<file path="src/rtl/tpu_result_drain_pkg.sv">
// Shared TPU definitions for the result drain: state encoding, default
// accumulator width and the row/column index width convention.
package tpu_result_drain_pkg;

    typedef enum logic [1:0] {
        IDLE   = 2'd0,
        FETCH  = 2'd1,
        SEND   = 2'd2,
        FINISH = 2'd3
    } drain_state_t;

    localparam int ACC_W_DEFAULT = 32;

    // Same index width rule the controller uses for load_row.
    function automatic int idx_w(input int n);
        return (n < 2) ? 1 : $clog2(n);
    endfunction

endpackage

</file>
<file path="src/rtl/tpu_result_drain_if.sv">
// Valid/ready element stream from the result drain towards the host buffer.
interface tpu_result_drain_if
    import tpu_result_drain_pkg::*;
#(
    parameter int ACC_W = ACC_W_DEFAULT
);
    logic             valid;
    logic             ready;
    logic [ACC_W-1:0] data;
    logic             last;

    modport master (output valid, output data, output last, input ready);
    modport slave  (input valid, input data, input last, output ready);
endinterface

</file>
<file path="src/rtl/tpu_row_serializer.sv">
// Buffers one accumulator row and streams its columns out on valid/ready.
module tpu_row_serializer
    import tpu_result_drain_pkg::*;
#(
    parameter int N     = 8,
    parameter int ACC_W = ACC_W_DEFAULT
) (
    input  logic                 clk,
    input  logic                 rst,
    input  logic                 load,
    input  logic                 send,
    input  logic                 last_row,
    input  logic [N*ACC_W-1:0]   row_data,
    output logic                 row_done,
    tpu_result_drain_if.master   m
);
    localparam int CW = idx_w(N);
    localparam logic [CW-1:0] LAST_COL = CW'(N - 1);

    logic [N*ACC_W-1:0] row_buf;
    logic [CW-1:0]      col;
    logic               fire;

    assign fire     = send & m.ready;
    assign row_done = fire && (col == LAST_COL);

    // The buffer is the only copy of the row once FETCH ends, so the array
    // upstream is free to be reused while we are still streaming.
    always_ff @(posedge clk) begin
        if (rst) begin
            row_buf <= '0;
            col     <= '0;
        end else if (load) begin
            row_buf <= row_data;
            col     <= '0;
        end else if (fire && (col != LAST_COL)) begin
            col <= col + 1'b1;
        end
    end

    assign m.valid = send;
    assign m.data  = row_buf[int'(col)*ACC_W +: ACC_W];
    assign m.last  = send && last_row && (col == LAST_COL);

endmodule

</file>
<file path="src/rtl/tpu_result_drain.sv">
// Drains the accumulator array row by row after the controller's done edge,
// streaming every element out and flagging done edges that arrive too early.
module tpu_result_drain
    import tpu_result_drain_pkg::*;
#(
    parameter int N     = 8,
    parameter int ACC_W = ACC_W_DEFAULT
) (
    input  logic                 clk,
    input  logic                 rst,
    input  logic                 done,
    output logic [$clog2(N)-1:0] acc_row_sel,
    input  logic [N*ACC_W-1:0]   acc_row_data,
    tpu_result_drain_if.master   m,
    output logic                 busy,
    output logic                 drain_done,
    output logic                 overrun
);
    localparam int RW = idx_w(N);
    localparam logic [RW-1:0] LAST_ROW = RW'(N - 1);

    drain_state_t  state, state_next;
    logic [RW-1:0] row, row_next;
    logic          done_q;
    logic          trigger;
    logic          row_done;

    // done_q resets high so a done level left over from before reset is not
    // mistaken for a fresh completion.
    assign trigger = done & ~done_q;

    always_ff @(posedge clk) begin
        if (rst) begin
            state   <= IDLE;
            row     <= '0;
            done_q  <= 1'b1;
            overrun <= 1'b0;
        end else begin
            state  <= state_next;
            row    <= row_next;
            done_q <= done;
            if (trigger && (state != IDLE))
                overrun <= 1'b1;
        end
    end

    always_comb begin
        state_next = state;
        row_next   = row;
        drain_done = 1'b0;
        case (state)
            IDLE: begin
                if (trigger) begin
                    row_next   = '0;
                    state_next = FETCH;
                end
            end
            FETCH: state_next = SEND;
            SEND: begin
                if (row_done) begin
                    if (row != LAST_ROW) begin
                        row_next   = row + 1'b1;
                        state_next = FETCH;
                    end else begin
                        state_next = FINISH;
                    end
                end
            end
            FINISH: begin
                drain_done = 1'b1;
                state_next = IDLE;
            end
            default: state_next = IDLE;
        endcase
    end

    // row only moves on entry to FETCH, so it doubles as the held select.
    assign acc_row_sel = row;
    assign busy        = (state != IDLE);

    tpu_row_serializer #(
        .N     (N),
        .ACC_W (ACC_W)
    ) u_serializer (
        .clk      (clk),
        .rst      (rst),
        .load     (state == FETCH),
        .send     (state == SEND),
        .last_row (row == LAST_ROW),
        .row_data (acc_row_data),
        .row_done (row_done),
        .m        (m)
    );

endmodule

</file>
<file path="src/flat_wrapper.sv">
// flat-port wrapper written by rule: the top's interface ports become plain ports
module tpu_result_drain_flat import tpu_result_drain_pkg::*;
#(
    parameter int N     = 8,
    parameter int ACC_W = ACC_W_DEFAULT
)
  (clk, rst, done, acc_row_sel, acc_row_data, busy, drain_done, overrun, m_valid, m_data, m_last, m_ready);
  tpu_result_drain_if #(.ACC_W(ACC_W)) m_i ();
  input  logic clk;
  input  logic rst;
  input  logic done;
  output logic [$clog2(N)-1:0] acc_row_sel;
  input  logic [N*ACC_W-1:0] acc_row_data;
  output logic busy;
  output logic drain_done;
  output logic overrun;
  output wire logic [$bits(m_i.valid)-1:0] m_valid;
  output wire logic [$bits(m_i.data)-1:0] m_data;
  output wire logic [$bits(m_i.last)-1:0] m_last;
  input wire logic [$bits(m_i.ready)-1:0] m_ready;
  assign m_valid = m_i.valid;
  assign m_data = m_i.data;
  assign m_last = m_i.last;
  assign m_i.ready = m_ready;
  tpu_result_drain #(.N(N), .ACC_W(ACC_W)) u_core (.clk(clk), .rst(rst), .done(done), .acc_row_sel(acc_row_sel), .acc_row_data(acc_row_data), .m(m_i), .busy(busy), .drain_done(drain_done), .overrun(overrun));
endmodule
</file>
<file path="config.mk">
export PLATFORM = sky130hd
export DESIGN_NAME = tpu_result_drain_flat
export DESIGN_NICKNAME = d
export VERILOG_FILES = /design/src/rtl/tpu_result_drain_pkg.sv /design/src/rtl/tpu_result_drain_if.sv /design/src/rtl/tpu_row_serializer.sv /design/src/rtl/tpu_result_drain.sv /design/src/flat_wrapper.sv
export SDC_FILE = /design/constraint.sdc
export NUM_CORES = 1
export LEC_CHECK = 0
export BUFFER_PORTS_ARGS = -buffer_cell sky130_fd_sc_hd__buf_2
export CAP_MARGIN = 20
export CORE_MARGIN = 1
export CORE_UTILIZATION = 53
export DETAILED_ROUTE_END_ITERATION = 7
export HOLD_SLACK_MARGIN = 0.06
export PLACE_DENSITY_LB_ADDON = 0.2
export REMOVE_ABC_BUFFERS = 1
export SYNTH_ARGS = -nofsm -noshare
export SYNTH_HDL_FRONTEND = slang
export SYNTH_SLANG_ARGS = --single-unit
</file>
<file path="constraint.sdc">
create_clock -name clk -period 2.1 [get_ports clk]
set_input_delay 0.105 -clock clk [delete_from_list [all_inputs] [get_ports clk]]
set_output_delay 0.105 -clock clk [all_outputs]
set_load 0.02 [all_outputs]
</file>
==> metrics.md, run 1 <==
| Metric | Value |
|---|---|
| P&R area growth vs syn | 50.8% |
| Worst Path Buf+Inv | 3 |
| CTS tree | done |
| Mapped cell area | approximately 0.011 mm^2 |
| Antenna violation net count after detailed routing | 0 |
| Detailed placement HPWL | roughly 18000 um |
| Die area | ~0.022 mm^2 |
| # clock sinks | ~270 |
| FF-to-FF setup slack | around 360 ps |
| Post-synthesis register bit count | about 270 |
| DR WL/cell | 18.6 um |
| Worst EP required | about 2000 ps |
| Arr. time, crit path | 2160 ps |
| Period minus WS final | approximately 2300 ps |
| Syn Inst Count | 1276 |
| Starting Density | 0.548 |
| Die Y-Extent | roughly 150 um |
| Grt met2 use | 0.640 |
| NumNets Final | between 2000 and 2500 |
| M3 GR Usage | 0.0620 |
| Status | finished with violations |
| WL final | 39000 um |
| Post-synthesis sequential area ratio | 0.474 |
| Slowest stage delay, CP | 510 ps |
| Total number of vias | between 10000 and 15000 |
| Startpoint Class | flop |
| H-tree depth | 1 |
| Synth area leader | dfxtp_1 |
| Distinct cell type count after synthesis | 29 |
| Reg clk slew, reported paths | 70 ps |
| Critical path class | flop to output pin |
| Placed Cells | approximately 1800 |
| Clock Path Buffers | 3 |
| Starting DRT DRC Count | roughly 880 |
| IO Count | 300 |
| First-pass GRT wire length | a little over 60000 um |
| Initial antenna violation count | 5 |
| Clk root buf | clkbuf_16 |
| IO buf count | between 200 and 300 |
| DR vias/cell | roughly 5.6 |
| Fin crit share | 1.08 |
| RSZ-0062 raised after global routing | true |
| Family with the most delay on the worst path | multiplexers |
| Reg-to-Reg Start | u_core.u_serializer.col[0] |
| PD cells | slightly below 700 mW/mm^2 |
| Syn Area/Cell | between 8 and 9 um^2 |
| Max VDD drop | 0.696 mV |
| Top-area cell type share of the netlist area | 0.474 |
| Async set or reset register ratio after synthesis | 0 |
| Critical Path Stages | 5 |
| Busiest grt layer | met2 |
| Number of synthesized flops with an enable pin | 0 |
| Top FF cell, synth | dfxtp_1 |
| Layout cell share with drive strength beyond 1 | 0.270 |
| Max Clock Skew | roughly 17 ps |
| Endpoints failing setup | 32 |
| Synth Warn # | 0 |
| Slowest cell on crit path | mux4_2 |
| Cells along the critical path | buf_12 -> buf_16 -> mux4_2 -> mux2_4 -> buf_6 |
| Critical R2R Capture | u_core.u_serializer.col[2] |
| CP Capture Point | m_data[13] |
| Worst Tran Pin Value | ~680 ps |
| Drt pass-1 iters | 5 |
| Max_cap viols | 0 |
| DIE WIDTH | approximately 150 um |
| Vias in the first global route | 12233 |
| Failing checks | negative setup slack |
| Hold WC Path Type | primary input to flop |
| Clk_lat worst skew | 540 ps |
| Largest net degree at the start of global routing | ~110 |
| GRT met1 Usage | 0.388 |
| PnR worst setup slack | -166 ps |
| Final hold slack | approximately 180 ps |
| Area contributors post-synth | dfxtp_1, nand2_1, a21oi_1 |
| # rows | 52 |
| Commonest non-fill, non-tap cell in the layout | nand2_1 |
| Crit path from | u_core.u_serializer.col[0] |
| Max_slew headroom | 0.549 |
| Fin. max-slew vios | 0 |
| Placer Congestion | around 0.81 |
| GRT Residual Overflow | 0 |
| Worst Path Max Fanout | 8 |
| Most frequent cells in the layout | nand2_1, buf_2, dfxtp_1 |
| GRT Resource Usage Total | 0.349 |
| TritonCTS Buffers | 28 |
| CP endpoint kind | output pin |
| Final hold vios | 0 |
| DRC | 0 |
| Leakage | 6.51 nW |
| Core box area | 0.0205 mm^2 |
| R2R cell count | 6 |
| Max Clock Freq | approximately 440 MHz |
| Tot Pwr | 0.0117 W |
| Non-Filler Instances | about 2100 |
-- synth_stat cells (3+ instances only) --
| master | instances |
|---|---|
| a31oi_1 | 3 |
| dfxtp_1 | 266 |
| mux4_1 | 25 |
| mux2_2 | 32 |
| nand3_1 | 6 |
| mux4_2 | 39 |
| nor3_1 | 3 |
| ha_1 | 4 |
| buf_2 | 46 |
| clkbuf_1 | 55 |
| nand2_1 | 514 |
| a21oi_1 | 259 |
-- sequential cells by signal, summed over array words and instances, names as in the netlist --
name / cells
u_core.u_serializer.row_buf: 256
u_core.acc_row_sel: 3
u_core.overrun: 1
u_core.u_serializer.col: 3
u_core.done_q: 1
u_core.state: 2
-- what timing repair did --
action,4_1_cts,5_1_grt
resized for setup,102,31
hold buffers,258,0
hold endpoints to repair,259,0
cloned,5,1
buffers inserted,8,0
endpoints found under the setup margin,32,33
-- per-stage QoR --
stage | util | setup TNS (ps) | cell area, um^2 | setup WS (ps)
after floorplan | - | -1856230 | 10700 | -6950
after global placement | 0.629 | 0 | 12900 | 208
after detailed placement | 0.629 | 0 | 12900 | 185
after CTS | 0.825 | -6060 | 16900 | -245
after global routing | 0.826 | -6110 | 16900 | -224
final | 0.826 | -4160 | 16900 | -166
-- area by class of cell --
cell class | instances | area [um^2]
inverter | 1 | 3.75
tap | 270 | 338
timing repair buffer | 594 | 4850
antenna | 5 | 12.5
clock inverter | 15 | 184
multi-input combinational | 902 | 5400
clock buffer | 37 | 816
sequential | 266 | 5330
fill | 1112 | 3560
-- cell families after synthesis --
group,Yosys count,share of synthesized area
xor+xnor,1,0.000780
compound gates,263,0.118
simple gates,536,0.184
buf+inv,108,0.0475
flops,266,0.474
mux,98,0.171
fa+ha+maj,4,0.00446
-- report_power, final --
group          total, W  switching, W  internal [W]
logic           0.00120      0.000507      0.000698
clock network   0.00533       0.00211       0.00322
registers       0.00521     0.0000630       0.00515
total            0.0117       0.00268       0.00907
-- metal layers --
layer	part of all wire	vias to the layer above
met5	0	-
met4	0.047	0
met3	0.075	174
met2	0.52	665
met1	0.36	5571
li1	-	5325
-- how the worst min path moves through the flow --
stage	from	end	slack, ps	cells past startpoint
floorplan	rst	u_core.state[0]	170	1
global placement	acc_row_data[52]	u_core.u_serializer.row_buf[52]	350	3
detailed placement	done	u_core.done_q	350	2
CTS	rst	u_core.u_serializer.row_buf[51]	160	2
global route	rst	u_core.u_serializer.row_buf[88]	220	2
finish	rst	u_core.u_serializer.row_buf[132]	180	2
(Power assumes the default switching activity.)
==> inputs of run 2 (changes only) <==
- RECOVER_POWER: unset -> 25
- TNS_END_PERCENT: unset -> 30
==> metrics.md, run 2 (same netlist as run 1, synthesis figures left out) <==
| Metric | Value |
|---|---|
| Reg clk slew, reported paths | 60 ps (about the same) |
| Largest register FFs | 256 (unchanged) |
| PnR worst setup slack | -204 ps (-37.5 ps) |
| Hold Path End | u_core.u_serializer.row_buf[179] |
| Max VDD drop | 0.715 mV (+2.7%) |
| GRT Residual Overflow | 0 (unchanged) |
| # fillers | 1127 (+1.3%) |
| NumNets Final | 2056 (-0.049%) |
| Max_slew headroom | 0.364 (-0.185) |
| H-tree depth | 1 (unchanged) |
| Commonest non-fill, non-tap cell in the layout | nand2_1 |
| IO buf count | 299 (unchanged) |
| Vias in the first global route | 12302 (+0.56%) |
| IO Count | 300 (unchanged) |
| CTS tree | done |
| Leakage | 6.48 nW (-0.39%) |
| FF-to-FF setup slack | 30 ps (-330 ps) |
| Placer Congestion | 0.814 (unchanged) |
| Worst EP required | 2000 ps (about the same) |
| Fin. max-slew vios | 0 (unchanged) |
| RSZ-0062 raised after global routing | true |
| P&R area growth vs syn | 49.6% |
| Die area | 0.0218 mm^2 (unchanged) |
| First-pass GRT wire length | 60500 um (-0.36%) |
| # clock sinks | 266 (unchanged) |
| Die Y-Extent | 148 um (unchanged) |
| Placed Cells | 1764 (unchanged) |
| Antenna violation net count after detailed routing | 0 (unchanged) |
| Initial antenna violation count | 3 (-2) |
| Fin crit share | 1.10 (+0.0179) |
| Worst Path Max Fanout | 8 (unchanged) |
| Detailed placement HPWL | 18400 um (unchanged) |
| Clk_lat worst skew | 540 ps (about the same) |
| Worst Tran Pin Value | 954 ps (+277 ps) |
| Most frequent cells in the layout | nand2_1, buf_2, dfxtp_1 |
| Critical path class | flop to output pin |
| Finished Core Util | 0.820 (-0.00653) |
| Max_cap viols | 0 (unchanged) |
| Critical R2R Capture | u_core.u_serializer.row_buf[191] |
| PD cells | 699 mW/mm^2 (+0.70%) |
| DR vias/cell | 5.62 (about the same) |
| GRT Resource Usage Total | 0.349 (about the same) |
| Dpl cell area | 0.0129 mm^2 (unchanged) |
| Starting DRT DRC Count | 749 (-15%) |
| Largest net degree at the start of global routing | 106 (unchanged) |
| Max Clock Freq | 434 MHz (-1.6%) |
| Drt pass-1 iters | 7 (+2) |
| Worst hold stages | 2 (unchanged) |
| Layout cell share with drive strength beyond 1 | 0.263 (-0.00702) |
| Failing checks | negative setup slack |
| Final instance area | 0.0168 mm^2 (-0.79%) |
| Total number of vias | 11720 (-0.13%) |
| Endpoints failing setup | 32 (unchanged) |
| DR WL/cell | 18.5 um (-0.81%) |
| DRC | 0 (unchanged) |
| Tot Pwr | 0.0117 W (about the same) |
| Starting Density | 0.548 (unchanged) |
| Status | finished with violations |
| Clk root buf | clkbuf_16 |
| DIE WIDTH | 148 um (unchanged) |
| Non-Filler Instances | 2087 (-0.14%) |
| # rows | 52 (unchanged) |
| Largest Register | u_core.u_serializer.row_buf |
| Pre-CTS WS | 185 ps (unchanged) |
| Final hold vios | 0 (unchanged) |
| Reg-to-Reg Start | u_core.state[0] |
| R2R cell count | 4 (-2) |
| Clock Path Buffers | 3 (unchanged) |
| Max Clock Skew | 12.5 ps (-4.17 ps) |
| Core box area | 0.0205 mm^2 (unchanged) |
| Arr. time, crit path | 2200 ps (+40 ps) |
| WL final | 38600 um (-0.95%) |
| Sequential Area | 0.00533 mm^2 (unchanged) |
| Startpoint Class | flop |
| Period minus WS final | 2300 ps (+37.5 ps) |
| Hold_sp | rst |
| CP endpoint kind | output pin |
| TritonCTS Buffers | 28 (unchanged) |
| Multi-input gate area | 0.00537 mm^2 (-0.42%) |
| Hold WC Path Type | primary input to flop |
[run 2: area by class of cell]
type                    instances  share of cell area
inverters                       1            0.000223
multi-input cells             902               0.320
flip-flops and latches        266               0.318
clock inverters                15              0.0109
repair buffers                593               0.282
well taps                     270              0.0201
clock buffers                  37              0.0486
diodes                          3            0.000447
[run 2: power by group]
group          total, W  switching [W]  internal, W
Clock           0.00534        0.00211      0.00322
Sequential      0.00521      0.0000619      0.00515
Combinational   0.00119       0.000502     0.000685
Total            0.0117        0.00268      0.00906
[run 2: worst max path at each step]
| stage | start | slack, ps | to |
|---|---|---|---|
| final | u_core.u_serializer.col[0] | -200 | m_data[23] |
| after global routing | u_core.u_serializer.col[0] | -260 | m_data[26] |
| after CTS | u_core.u_serializer.col[0] | -250 | m_data[12] |
| after detailed placement | u_core.u_serializer.col[0] | 180 | m_data[2] |
| after global placement | u_core.u_serializer.col[0] | 210 | m_data[20] |
| after floorplan | u_core.state[1] | -6950 | u_core.u_serializer.row_buf[0] |
[run 2: metrics by stage]
step	setup TNS [ps]	hold WS, ps
detailed placement	0	347
floorplan	-1856230	174
finish	-4830	160
CTS	-6340	161
global route	-7670	207
global placement	0	346
[run 2: worst max-delay path, cell delays in order (launching register included)]
cell and delay, ps:
dfxtp_4 390, buf_12 160, buf_16 160, mux4_2 510, mux2_2 290, buf_2 160
[run 2: metal layers]
layer,up-vias,wire (um),GRT usage
met2,668,19800,0.638
met1,5557,14100,0.389
li1,5326,-,-
met4,0,1910,0.182
met3,169,2870,0.0559
met5,-,0,0
[run 2: timing repair]
item | 4_1_cts | 5_1_grt
endpoints found under the hold margin | 259 | 0
gates cloned | 5 | 1
hold buffers | 258 | 0
resized for setup | 71 | 30
endpoints found under the setup margin | 32 | 33
setup buffers | 7 | 0
==> inputs of run 3 (changes only) <==
- CORE_UTILIZATION: 53 -> 30
- CTS_BUF_LIST: unset -> sky130_fd_sc_hd__clkbuf_8 sky130_fd_sc_hd__clkbuf_16
- CTS_CLUSTER_SIZE: unset -> 10
==> metrics.md, run 3 (same netlist as run 1, synthesis figures left out) <==
| Metric | Value |
|---|---|
| Status | finished with violations |
| Failing checks | negative setup slack |
| Clock share of power | 0.425 (-0.030) |
| IO buf count | 299 (unchanged) |
| Gate power share | 0.104 (+0.003) |
| Endpoints failing setup | 32 (unchanged) |
| GRT Residual Overflow | 0 (unchanged) |
| DR vias/cell | 4.67 (-17%) |
| WL final | 35400 um (-8.4%) |
| DR WL/cell | 15.5 um (-16%) |
| Arr. time, crit path | 2200 ps (about the same) |
| Clock Path Buffers | 3 (unchanged) |
| Worst Path Buf+Inv | 3 (unchanged) |
| Cell-internal power | 0.00853 W (-5.8%) |
| Most frequent cells in the layout | nand2_1, buf_2, dfxtp_1 |
| NumNets Final | 2065 (+0.44%) |
| Slowest cell on crit path | mux4_2 |
| Largest register FFs | 256 (unchanged) |
| Worst Path Max Fanout | 7 (-1) |
| Sw frac | 0.228 (about the same) |
| # fillers | 3616 (+220%) |
| Drt pass-1 iters | 4 (-3) |
| RSZ-0062 raised after global routing | true |
| Die area | 0.0382 mm^2 (+75%) |
| DRC | 0 (unchanged) |
| PnR worst setup slack | -204 ps (-0.419 ps) |
| Layout cell share with drive strength beyond 1 | 0.263 (about the same) |
| Setup tns final | -5630 ps (-803 ps) |
| Commonest non-fill, non-tap cell in the layout | nand2_1 |
| Initial antenna violation count | 2 (-1) |
| Switch Pwr | 0.00253 W (-5.7%) |
| Cells along the critical path | buf_12 -> clkbuf_16 -> mux4_2 -> mux2_2 -> buf_2 |
| GRT Resource Usage Total | 0.175 (-0.174) |
| Max VDD drop | 0.569 mV (-20%) |
| Slowest stage delay, CP | 490 ps (-20 ps) |
| Worst Tran Pin Value | 942 ps (-11.5 ps) |
| Max_slew headroom | 0.372 (+0.00767) |
| DIE WIDTH | 195 um (+32%) |
| Clk_lat worst skew | 550 ps (about the same) |
| Max Clock Freq | 434 MHz (about the same) |
| Hold WC Path Type | primary input to flop |
| Fin. max-slew vios | 0 (unchanged) |
| Reg clk slew, reported paths | 60 ps (about the same) |
| Largest Register | u_core.u_serializer.row_buf |
| Antenna violation net count after detailed routing | 0 (unchanged) |
| Startpoint Class | flop |
| Vias in the first global route | 10835 (-12%) |
| Die Y-Extent | 195 um (+32%) |
| Critical path class | flop to output pin |
| Max_cap viols | 0 (unchanged) |
| Clk root buf | clkbuf_16 |
| Leakage | 6.42 nW (-0.95%) |
| Largest net degree at the start of global routing | 101 (-4.7%) |
| IO Count | 300 (unchanged) |
| Starting DRT DRC Count | 441 (-41%) |
| Final hold vios | 0 (unchanged) |
| Family with the most delay on the worst path | multiplexers |
| Tot Pwr | 0.0111 W (-5.7%) |
| # rows | 70 (+35%) |
| H-tree depth | 1 (unchanged) |
| # clock sinks | 266 (unchanged) |
| Placer Congestion | 0.757 (-7.0%) |
| CTS tree | done |
| Max Clock Skew | 5.45 ps (-7.08 ps) |
| P&R area growth vs syn | 51.1% |
| Detailed placement HPWL | 20800 um (+13%) |
| Period minus WS final | 2300 ps (+0.419 ps) |
| TritonCTS Buffers | 31 (+11%) |
| Fin crit share | 1.10 (about the same) |
| Core box area | 0.0367 mm^2 (+79%) |
| First-pass GRT wire length | 54800 um (-9.3%) |
| Starting Density | 0.306 (-0.242) |
| CP endpoint kind | output pin |
| Worst EP required | 2000 ps (about the same) |
| Finished Core Util | 0.462 (-0.358) |
| Total number of vias | 10632 (-9.3%) |
| Pre-CTS WS | 227 ps (+41.9 ps) |
| PD cells | 652 mW/mm^2 (-6.6%) |
| Flop pwr share | 0.471 (+0.027) |
## run 3: changes by cell type in the layout (fill, tap and decap cells not counted), sizes merged
cell / before / now
clkinv: 9 / 1
bufinv: 4 / 0
inv: 2 / 6
buf: 326 / 329
clkinvlp: 1 / 0
diode: 3 / 2
## run 3: metal layers
metal  routed length [um]  GRT usage  vias up  part of all wire
li1                     -          -     5339                 -
met3                 1850     0.0330       47             0.052
met2                16500      0.300      261              0.47
met1                16300      0.226     4985              0.46
met5                    0          0        -                 0
met4                  715     0.0435        0             0.020
## run 3: repair_timing
action,CTS,global route
gates cloned,2,4
setup endpoints to repair,33,35
setup buffers,6,6
resized for setup,28,86
hold buffers,258,0
hold endpoints to repair,262,0
## run 3: final timing paths
path,start,end,slack [ps],depth (start not counted)
setup / recovery,u_core.u_serializer.col[0],m_data[21],-200,5
hold / removal,rst,u_core.u_serializer.row_buf[100],200,2
setup reg to reg,u_core.state[0],u_core.u_serializer.row_buf[109],40,4
hold reg to reg,u_core.u_serializer.row_buf[216],u_core.u_serializer.row_buf[216],450,2
## run 3: per-stage QoR
stage | hold WS [ps] | std cells | instance area (um^2)
2_1_floorplan | 174 | 1169 | 10700
3_3_place_gp | 345 | 1962 | 13100
3_5_place_dp | 345 | 1962 | 13100
4_1_cts | 198 | 2268 | 16700
5_1_grt | 218 | 2278 | 17000
6_report | 196 | 2278 | 17000
## run 3: cell type report
class | count | area [um^2] | share of cell area
Antenna cell | 2 | 5.00 | 0.000295
Clock buffer | 34 | 817 | 0.0482
Clock inverter | 6 | 23.8 | 0.00140
Inverter | 1 | 3.75 | 0.000221
Sequential cell | 266 | 5330 | 0.315
Timing Repair Buffer | 599 | 4820 | 0.284
Multi-Input combinational cell | 902 | 5370 | 0.316
Tap cell | 468 | 586 | 0.0345
## run 3: power by group through the flow
stage	sequential, W	combinational, W	clock [W]
4_1_cts	0.00521	0.00113	0.00486
6_report	0.00521	0.00115	0.00470
3_3_place_gp	0.00531	0.000724	0
2_1_floorplan	0.00531	0.000300	0
3_5_place_dp	0.00531	0.000728	0
5_1_grt	0.00522	0.00126	0.00508
